===== src/rtl/dmem_responder.sv =====
// dmem_responder: wait-state data memory with a test-completion mailbox.
// Define DMEM_MISALIGN_CHECK_EN to flag misaligned half/word accesses.
module dmem_responder #(
   parameter int DEPTH        = 64,
   parameter int WAIT_CYCLES  = 1,
   parameter int MAILBOX_ADDR = 100,
   parameter int PASS_VALUE   = 25
) (
   input  logic        clk,
   input  logic        reset,
   input  logic        MemReq,
   input  logic        MemWrite,
   input  logic [31:0] DataAddr,
   input  logic [31:0] WriteData,
   input  logic [1:0]  Size,
   output logic [31:0] ReadData,
   output logic        MemReady,
   output logic        Busy,
   output logic        Done,
   output logic        Pass,
   output logic        MisalignErr
);

   localparam int          IdxW     = $clog2(DEPTH);
   localparam logic [2:0]  WaitLoad = 3'(WAIT_CYCLES);
   localparam logic [31:0] MboxAddr = 32'(MAILBOX_ADDR);
   localparam logic [31:0] PassWord = 32'(PASS_VALUE);

   typedef enum logic [1:0] {
      IDLE,
      WAIT,
      RESP
   } state_t;

   state_t state;
   state_t nextState;

   logic [2:0]  waitCnt;
   logic        writeQ;
   logic [31:0] addrQ;
   logic [31:0] dataQ;
   logic [1:0]  sizeQ;

   logic [31:0] mem [DEPTH];

   logic            effWrite;
   logic [31:0]     effAddr;
   logic [31:0]     effData;
   logic [1:0]      effSize;
   logic            isByte;
   logic            isHalf;
   logic            isWord;
   logic            misalign;
   logic [IdxW-1:0] effIdx;
   logic [3:0]      laneMask;
   logic [31:0]     laneData;
   logic [31:0]     merged;
   logic            accept;
   logic            enterResp;
   logic            commit;
   logic            mboxHit;

   assign accept    = (state == IDLE) && MemReq;
   assign enterResp = (nextState == RESP) && (state != RESP);
   assign commit    = (state == RESP);
   assign MemReady  = (state == RESP);
   assign Busy      = (state != IDLE);

   // Live inputs while idle (zero-wait path), latched copy afterwards
   always_comb begin
      effWrite = writeQ;
      effAddr  = addrQ;
      effData  = dataQ;
      effSize  = sizeQ;
      if (state == IDLE) begin
         effWrite = MemWrite;
         effAddr  = DataAddr;
         effData  = WriteData;
         effSize  = Size;
      end
   end

   // Decode size into byte lanes and replicate store data across them
   always_comb begin
      isByte   = (effSize == 2'b00);
      isHalf   = (effSize == 2'b01);
      isWord   = effSize[1];
      effIdx   = effAddr[IdxW+1:2];
      laneMask = 4'b1111;
      laneData = effData;
      unique case (1'b1)
         isByte: begin
            laneMask = 4'b0001 << effAddr[1:0];
            laneData = {4{effData[7:0]}};
         end
         isHalf: begin
            laneMask = effAddr[1] ? 4'b1100 : 4'b0011;
            laneData = {2{effData[15:0]}};
         end
         default: begin
            laneMask = 4'b1111;
            laneData = effData;
         end
      endcase
   end

`ifdef DMEM_MISALIGN_CHECK_EN
   assign misalign = (isHalf && effAddr[0]) ||
                     (isWord && (effAddr[1:0] != 2'b00));
`else
   assign misalign = 1'b0;
`endif

   assign mboxHit = effWrite && isWord && !misalign &&
                    (effAddr == MboxAddr);

   // Merge the selected lanes into the currently stored word
   always_comb begin
      merged = mem[effIdx];
      for (int b = 0; b < 4; b++) begin
         if (laneMask[b]) begin
            merged[8*b +: 8] = laneData[8*b +: 8];
         end
      end
   end

   // State register
   always_ff @(posedge clk or posedge reset) begin
      if (reset) begin
         state <= IDLE;
      end else begin
         state <= nextState;
      end
   end

   // Next-state logic
   always_comb begin
      nextState = state;
      unique case (state)
         IDLE: begin
            if (MemReq) begin
               nextState = (WAIT_CYCLES > 0) ? WAIT : RESP;
            end
         end
         WAIT: begin
            if (waitCnt == 3'd0) begin
               nextState = RESP;
            end
         end
         RESP: nextState = IDLE;
         default: nextState = IDLE;
      endcase
   end

   // Wait-state counter, loaded when a request is accepted
   always_ff @(posedge clk or posedge reset) begin
      if (reset) begin
         waitCnt <= 3'd0;
      end else if (accept) begin
         waitCnt <= WaitLoad;
      end else if ((state == WAIT) && (waitCnt != 3'd0)) begin
         waitCnt <= waitCnt - 3'd1;
      end
   end

   // Capture the request at the accepting edge
   always_ff @(posedge clk or posedge reset) begin
      if (reset) begin
         writeQ <= 1'b0;
         addrQ  <= '0;
         dataQ  <= '0;
         sizeQ  <= 2'b00;
      end else if (accept) begin
         writeQ <= MemWrite;
         addrQ  <= DataAddr;
         dataQ  <= WriteData;
         sizeQ  <= Size;
      end
   end

   // Load data becomes valid on entry to RESP and holds until the next load
   always_ff @(posedge clk or posedge reset) begin
      if (reset) begin
         ReadData <= '0;
      end else if (enterResp && !effWrite) begin
         ReadData <= misalign ? '0 : mem[effIdx];
      end
   end

   // Stores land in the array on the edge leaving RESP
   always_ff @(posedge clk) begin
      if (commit && effWrite && !misalign) begin
         mem[effIdx] <= merged;
      end
   end

   // First word store to the mailbox latches the test verdict
   always_ff @(posedge clk or posedge reset) begin
      if (reset) begin
         Done <= 1'b0;
         Pass <= 1'b0;
      end else if (commit && mboxHit && !Done) begin
         Done <= 1'b1;
         Pass <= (effData == PassWord);
      end
   end

`ifdef DMEM_MISALIGN_CHECK_EN
   // Sticky misalignment flag, raised when the bad access completes
   always_ff @(posedge clk or posedge reset) begin
      if (reset) begin
         MisalignErr <= 1'b0;
      end else if (commit && misalign) begin
         MisalignErr <= 1'b1;
      end
   end
`else
   assign MisalignErr = 1'b0;
`endif

endmodule


===== config.mk =====
export PLATFORM = sky130hd
export DESIGN_NAME = dmem_responder
export DESIGN_NICKNAME = d
export VERILOG_FILES = /design/src/rtl/dmem_responder.sv
export SDC_FILE = /design/constraint.sdc
export NUM_CORES = 2
export LEC_CHECK = 0
export ABC_AREA = 0
export CAP_MARGIN = 0
export CORE_MARGIN = 4
export CORE_UTILIZATION = 55
export DETAILED_ROUTE_END_ITERATION = 10
export PLACE_DENSITY = 0.67
export SLEW_MARGIN = 20
export SYNTH_ARGS = -nofsm -noshare
export SYNTH_HDL_FRONTEND = slang
export SYNTH_SLANG_ARGS = --single-unit

===== constraint.sdc =====
create_clock -name clk -period 7.01 [get_ports clk]
set_clock_uncertainty 0.05 [all_clocks]
set_input_delay 1.402 -clock clk [delete_from_list [all_inputs] [get_ports clk]]
set_output_delay 1.402 -clock clk [all_outputs]
set_load 0.02 [all_outputs]

Word-level counts from Yosys, hierarchy flattened. Memories as Yosys holds them, arrays and structs flattened. Index checks and enable logic that the tools add are counted.

Shift-type cells: 1. $add $sub $neg: 1. Reductions and logical operators: 17. Eq/ne operators: 7. Mux-type cells: 18.

Operator list (count): two-way mux 32 bit (2); one-hot mux 32 bit (2 select lines) (1); equality test 32 x 5 -> 1 bit (second input constant) (1); equality test 32 x 7 -> 1 bit (second input constant) (1); two-way mux 8 bit (4); logical AND 1 bit (9); one-hot mux 4 bit (2 select lines) (1); two-way mux 2 bit (3); two-way mux 3 bit (2); equality test 2 x 1 -> 1 bit (second input constant) (2); equality test 2 bit (second input constant) (2); zero test 2 bit (2); two-way mux 4 bit (1); one-hot mux 2 bit (2 select lines) (1); nonzero test 2 bit (2); << shifter 1 x 2 -> 4 bit (first input constant) (1); zero test 3 bit (1); two-way mux 1 bit (3); nonzero test 3 bit (1); subtractor 3 x 1 -> 3 bit (second input constant) (1); zero test 1 bit (2); != test 2 bit (second input constant) (1).

Logic and storage cells: 54. Memory bits (writable): 2048. Output and inout port bits: 37. Bits of input ports: 70. Memories kept: 1. Flip-flop bits (word level): 106.

Memory list: mem (depth 64, bits a word 32, rd ports 1, clocked after Yosys merged registers in 0, write ports 1, line 44) `logic [31:0] mem [DEPTH];`.

Longest topological paths before layout.
Word-level depth: 6. Mapped depth: 12. Depth with buffers taken out: 7.

Worst setup path before layout. Ideal clock, no wire load.

Path type: in2reg. Start point: input port DataAddr[3]. End point: memory mem[0][24] (data pin). Buffers on the path: 2. Data arrival time: 5037 ps. Path slack: 1335 ps. Stages on the path: 8. Cells stage by stage: or4b_1 o21ai_1 clkbuf_1 clkbuf_1 o21ai_0 a41oi_1 nor4_2 a31oi_1.

RTL lines: start: declaration (line 13) `input logic [31:0] DataAddr,`; end: declaration (line 44).

==> results.sh <==
export IMPL_regToRegSetupSlack_ns=1.64
export IMPL_path_clk_slew_ns=0.06
export IMPL_initial_utilization=0.556
export IMPL_path_delay_family="simple AND/OR/NAND/NOR gates"
export IMPL_wl_per_cell_um=30.1
export IMPL_grtUsageTotal=0.307
export IMPL_gr_total_overflow=0
export IMPL_vias=59800
export IMPL_synth_edf_count=2048
export IMPL_drt_pass1_iterations=6
export IMPL_utilization=0.631
export IMPL_grt_max_degree=232
export IMPL_coreArea_um2=166000
export IMPL_final_area_um2=105000
export IMPL_rr_startpoint="state[0]$_DFF_PP0_"
export IMPL_slew_headroom=0.160
export IMPL_fin_nets=6726
export IMPL_period_needed_ns=5.56
export IMPL_drt_iter0_markers=8561
export IMPL_critPathCaptureType="flip-flop"
export IMPL_clockPowerShare=0.211
export IMPL_grt_pass1_wl_mm=392
export IMPL_cts_resized=0
export IMPL_antenna_found_initial=6
export IMPL_ant_nets=0
export IMPL_port_buffers=105
export IMPL_tightest_slew_ns=1.25
export IMPL_io_pins=107
export IMPL_power_leakage_nw=34.9
export IMPL_row_count=149
export IMPL_power_density_nw_per_um2=514
export IMPL_drv_cap=0
export IMPL_post_cts_repair_setup_buffers=0
export IMPL_fmax_mhz=180
export IMPL_hold_slack_ns=0.454
export IMPL_hold_end="Pass$_DFFE_PP0P_"
export IMPL_drc=0
export IMPL_holdPathStages=1
export IMPL_cp_slowest_stage_delay_ns=0.99
export IMPL_worstPathCellList="clkdlybuf4s50_1 > or3b_4 > buf_12 > buf_12 > a21boi_0 > o21ai_0 > a41oi_1 > nor4_2 > buf_4 > a31oi_4 > buf_4"
export IMPL_die_y_um=417
export IMPL_avgViaCountPerCell=6.62
export IMPL_place_inst=8627
export IMPL_final_setup_tns_ns=0
export IMPL_ys_warn_count=0
export IMPL_min_delay_start="Pass$_DFFE_PP0P_"
export IMPL_crit_buf_inv=5
export IMPL_syn_avg_cell_area_um2=13.8
export IMPL_cts_path_max_buffers=3
export IMPL_final_cells=9033
export IMPL_place_area_um2=97600
export IMPL_p_sw_frac=0.390
export IMPL_crit_required_ns=7.42
export IMPL_area_growth_syn_to_layout_pct=13.5
export IMPL_power_mw=53.8
export IMPL_p_int_mw=32.8
export IMPL_yosys_register_bits=2154
export IMPL_cp_start_kind="input pin"
export IMPL_syn_inst=6670
export IMPL_synth_area_um2=92100
export IMPL_place_congestion=0.844
export IMPL_min_delay_path_class="reg -> reg"
export IMPL_ir_drop_v=0.000373
export IMPL_syn_num_nets=6742
export IMPL_setup_ws_ns=1.45
export IMPL_hpwl_mm=155
export IMPL_place_ws_ns=0.878
export IMPL_ys_flop_type="edfxtp_1"
export IMPL_grt_pass1_vias=55500
export IMPL_rr_worst_depth=10
export IMPL_power_switching_mw=21.0
export IMPL_async_reset_ff_frac=0.0492
export IMPL_cts_root_buffer="clkbuf_16"
export IMPL_crit_type="in -> reg"
export IMPL_holdBufCountCts=0
export IMPL_r2r_end="mem[58][25]$_DFFE_PP_"
export IMPL_pwr_share_seq=0.394
export IMPL_yosysUniqueCellTypes=45
export IMPL_status="complete, no violations"
export IMPL_rsz0062_at_grt="no"
export IMPL_drv_slew=0
export IMPL_cts_buffers=214
export IMPL_finalSetupViolations=0
export IMPL_cts_tree="built"
export IMPL_cp_max_fo=71
export IMPL_clock_sinks=2154
export IMPL_insertion_delay_ns=0.85
export IMPL_p_comb_frac=0.394
export IMPL_period_share=0.793
export IMPL_die_width_um=417
export IMPL_drive_above_1_share=0.126
export IMPL_hold_viol_final=0
export IMPL_synth_seq_area_share=0.696
export IMPL_h_tree_depth=4
export IMPL_worstPathArrival_ns=5.97
export IMPL_slowest_stage="nor4_2"
export IMPL_routed_wl_mm=272
export IMPL_die_area_um2=174000
[layer usage]
layer,GRT usage,wire (µm)
met2,0.473,123000
met1,0.429,107000
met4,0.131,13000
met5,0,0
met3,0.0624,28300
[cell type report]
class / instances / area, µm²
inverters: 7 / 28.8
flip-flops and latches: 2154 / 64200
repair buffers: 402 / 4290
clock inverters: 127 / 1220
diodes: 3 / 7.51
clock buffers: 276 / 5750
well taps: 2189 / 2740
multi-input cells: 3875 / 26400
fillers: 12000 / 61200
[kinds of logic after synthesis]
logic type	after synthesis	synth area share
AOI/OAI and AO/OA	2420	0.171
adders and majority gates	2	0.000272
buffers and inverters	641	0.0298
other	1	0.0000407
and+or+nand+nor	1354	0.0909
muxes	98	0.0116
DFF	2154	0.696
[synthesized netlist by cell type, types with 4 or more instances]
| cell type | n | area, µm² |
|---|---|---|
| nor2_1 | 117 | 439 |
| a31oi_1 | 65 | 407 |
| inv_1 | 7 | 26.3 |
| clkbuf_1 | 558 | 2090 |
| buf_2 | 27 | 135 |
| nor2b_1 | 8 | 50.1 |
| nor4b_1 | 4 | 35.0 |
| edfxtp_1 | 2048 | 61500 |
| o22ai_1 | 8 | 50.1 |
| nor4_1 | 28 | 175 |
| buf_6 | 40 | 450 |
| nand4_1 | 4 | 25.0 |
| mux2i_1 | 29 | 290 |
| a21oi_1 | 20 | 100 |
| dfrtp_1 | 106 | 2650 |
| nand3_1 | 5 | 25.0 |
| buf_1 | 7 | 26.3 |
| a41oi_1 | 256 | 2240 |
| mux2_2 | 69 | 777 |
| o21ai_1 | 142 | 711 |
| and3_1 | 1025 | 6410 |
| a21boi_0 | 1024 | 7690 |
| nor4_2 | 57 | 713 |
| nand2b_1 | 6 | 37.5 |
| o21ai_0 | 894 | 4470 |
| nor3_1 | 23 | 115 |
| nand2_1 | 63 | 236 |
[power groups by stage]
| stage | Sequential (mW) | Clock, mW | Combinational, mW |
|---|---|---|---|
| floorplan | 22.1 | 0 | 11.2 |
| global placement | 21.4 | 0 | 20.3 |
| global route | 21.2 | 12.1 | 22.8 |
| CTS | 21.2 | 11.5 | 20.9 |
| detailed placement | 21.5 | 0 | 20.8 |
| finish | 21.2 | 11.4 | 21.2 |
[worst register-to-register path, delay by kind of cell, from the launching register on]
kind,cells,cell delay [ns]
AO/OA/AOI/OAI,4,0.71
buffers and inverters,4,1.45
AND/OR/NAND/NOR,2,1.97
flip-flops,1,0.78
[flip-flops by register name, summed over array words and instances, names as in the netlist]
signal and cells:
Done 1, Pass 1, ReadData 32, addrQ 32
dataQ 32, mem 2048, sizeQ 2, state 2
waitCnt 3, writeQ 1
[worst max-delay path by stage]
stage	from	to	slack (ns)	cells after the start
5_1_grt	DataAddr[2]	mem[18][25]$_DFFE_PP_	1.28	11
2_1_floorplan	DataAddr[3]	mem[0][24]$_DFFE_PP_	1.33	8
3_3_place_gp	DataAddr[2]	mem[63][25]$_DFFE_PP_	0.93	12
4_1_cts	DataAddr[2]	mem[56][25]$_DFFE_PP_	1.75	12
6_report	DataAddr[2]	mem[58][25]$_DFFE_PP_	1.45	11
3_5_place_dp	DataAddr[2]	mem[57][25]$_DFFE_PP_	0.88	12
[layout by cell type (no fill, tap or decap), drive strengths merged, types with 4 or more instances in the layout]
master / netlist / layout
clkbuf: 558 / 276
nand2b: 6 / 6
buf: 76 / 297
or4b: 4 / 4
clkinv: 0 / 96
a41oi: 256 / 256
bufinv: 0 / 19
a21boi: 1024 / 1024
nor3: 23 / 23
inv: 7 / 15
o21ai: 1036 / 1036
nand2: 63 / 63
nand4: 4 / 4
nor2: 117 / 117
dfrtp: 106 / 106
nor4: 85 / 85
clkinvlp: 0 / 4
nand3: 5 / 5
a21oi: 20 / 20
edfxtp: 2048 / 2048
nor4b: 4 / 4
mux2: 69 / 69
nor2b: 8 / 8
mux2i: 29 / 29
o22ai: 8 / 8
and3: 1025 / 1025
a31oi: 65 / 65
clkdlybuf4s50: 0 / 105
No activity file was read; power rests on OpenSTA's default activity.
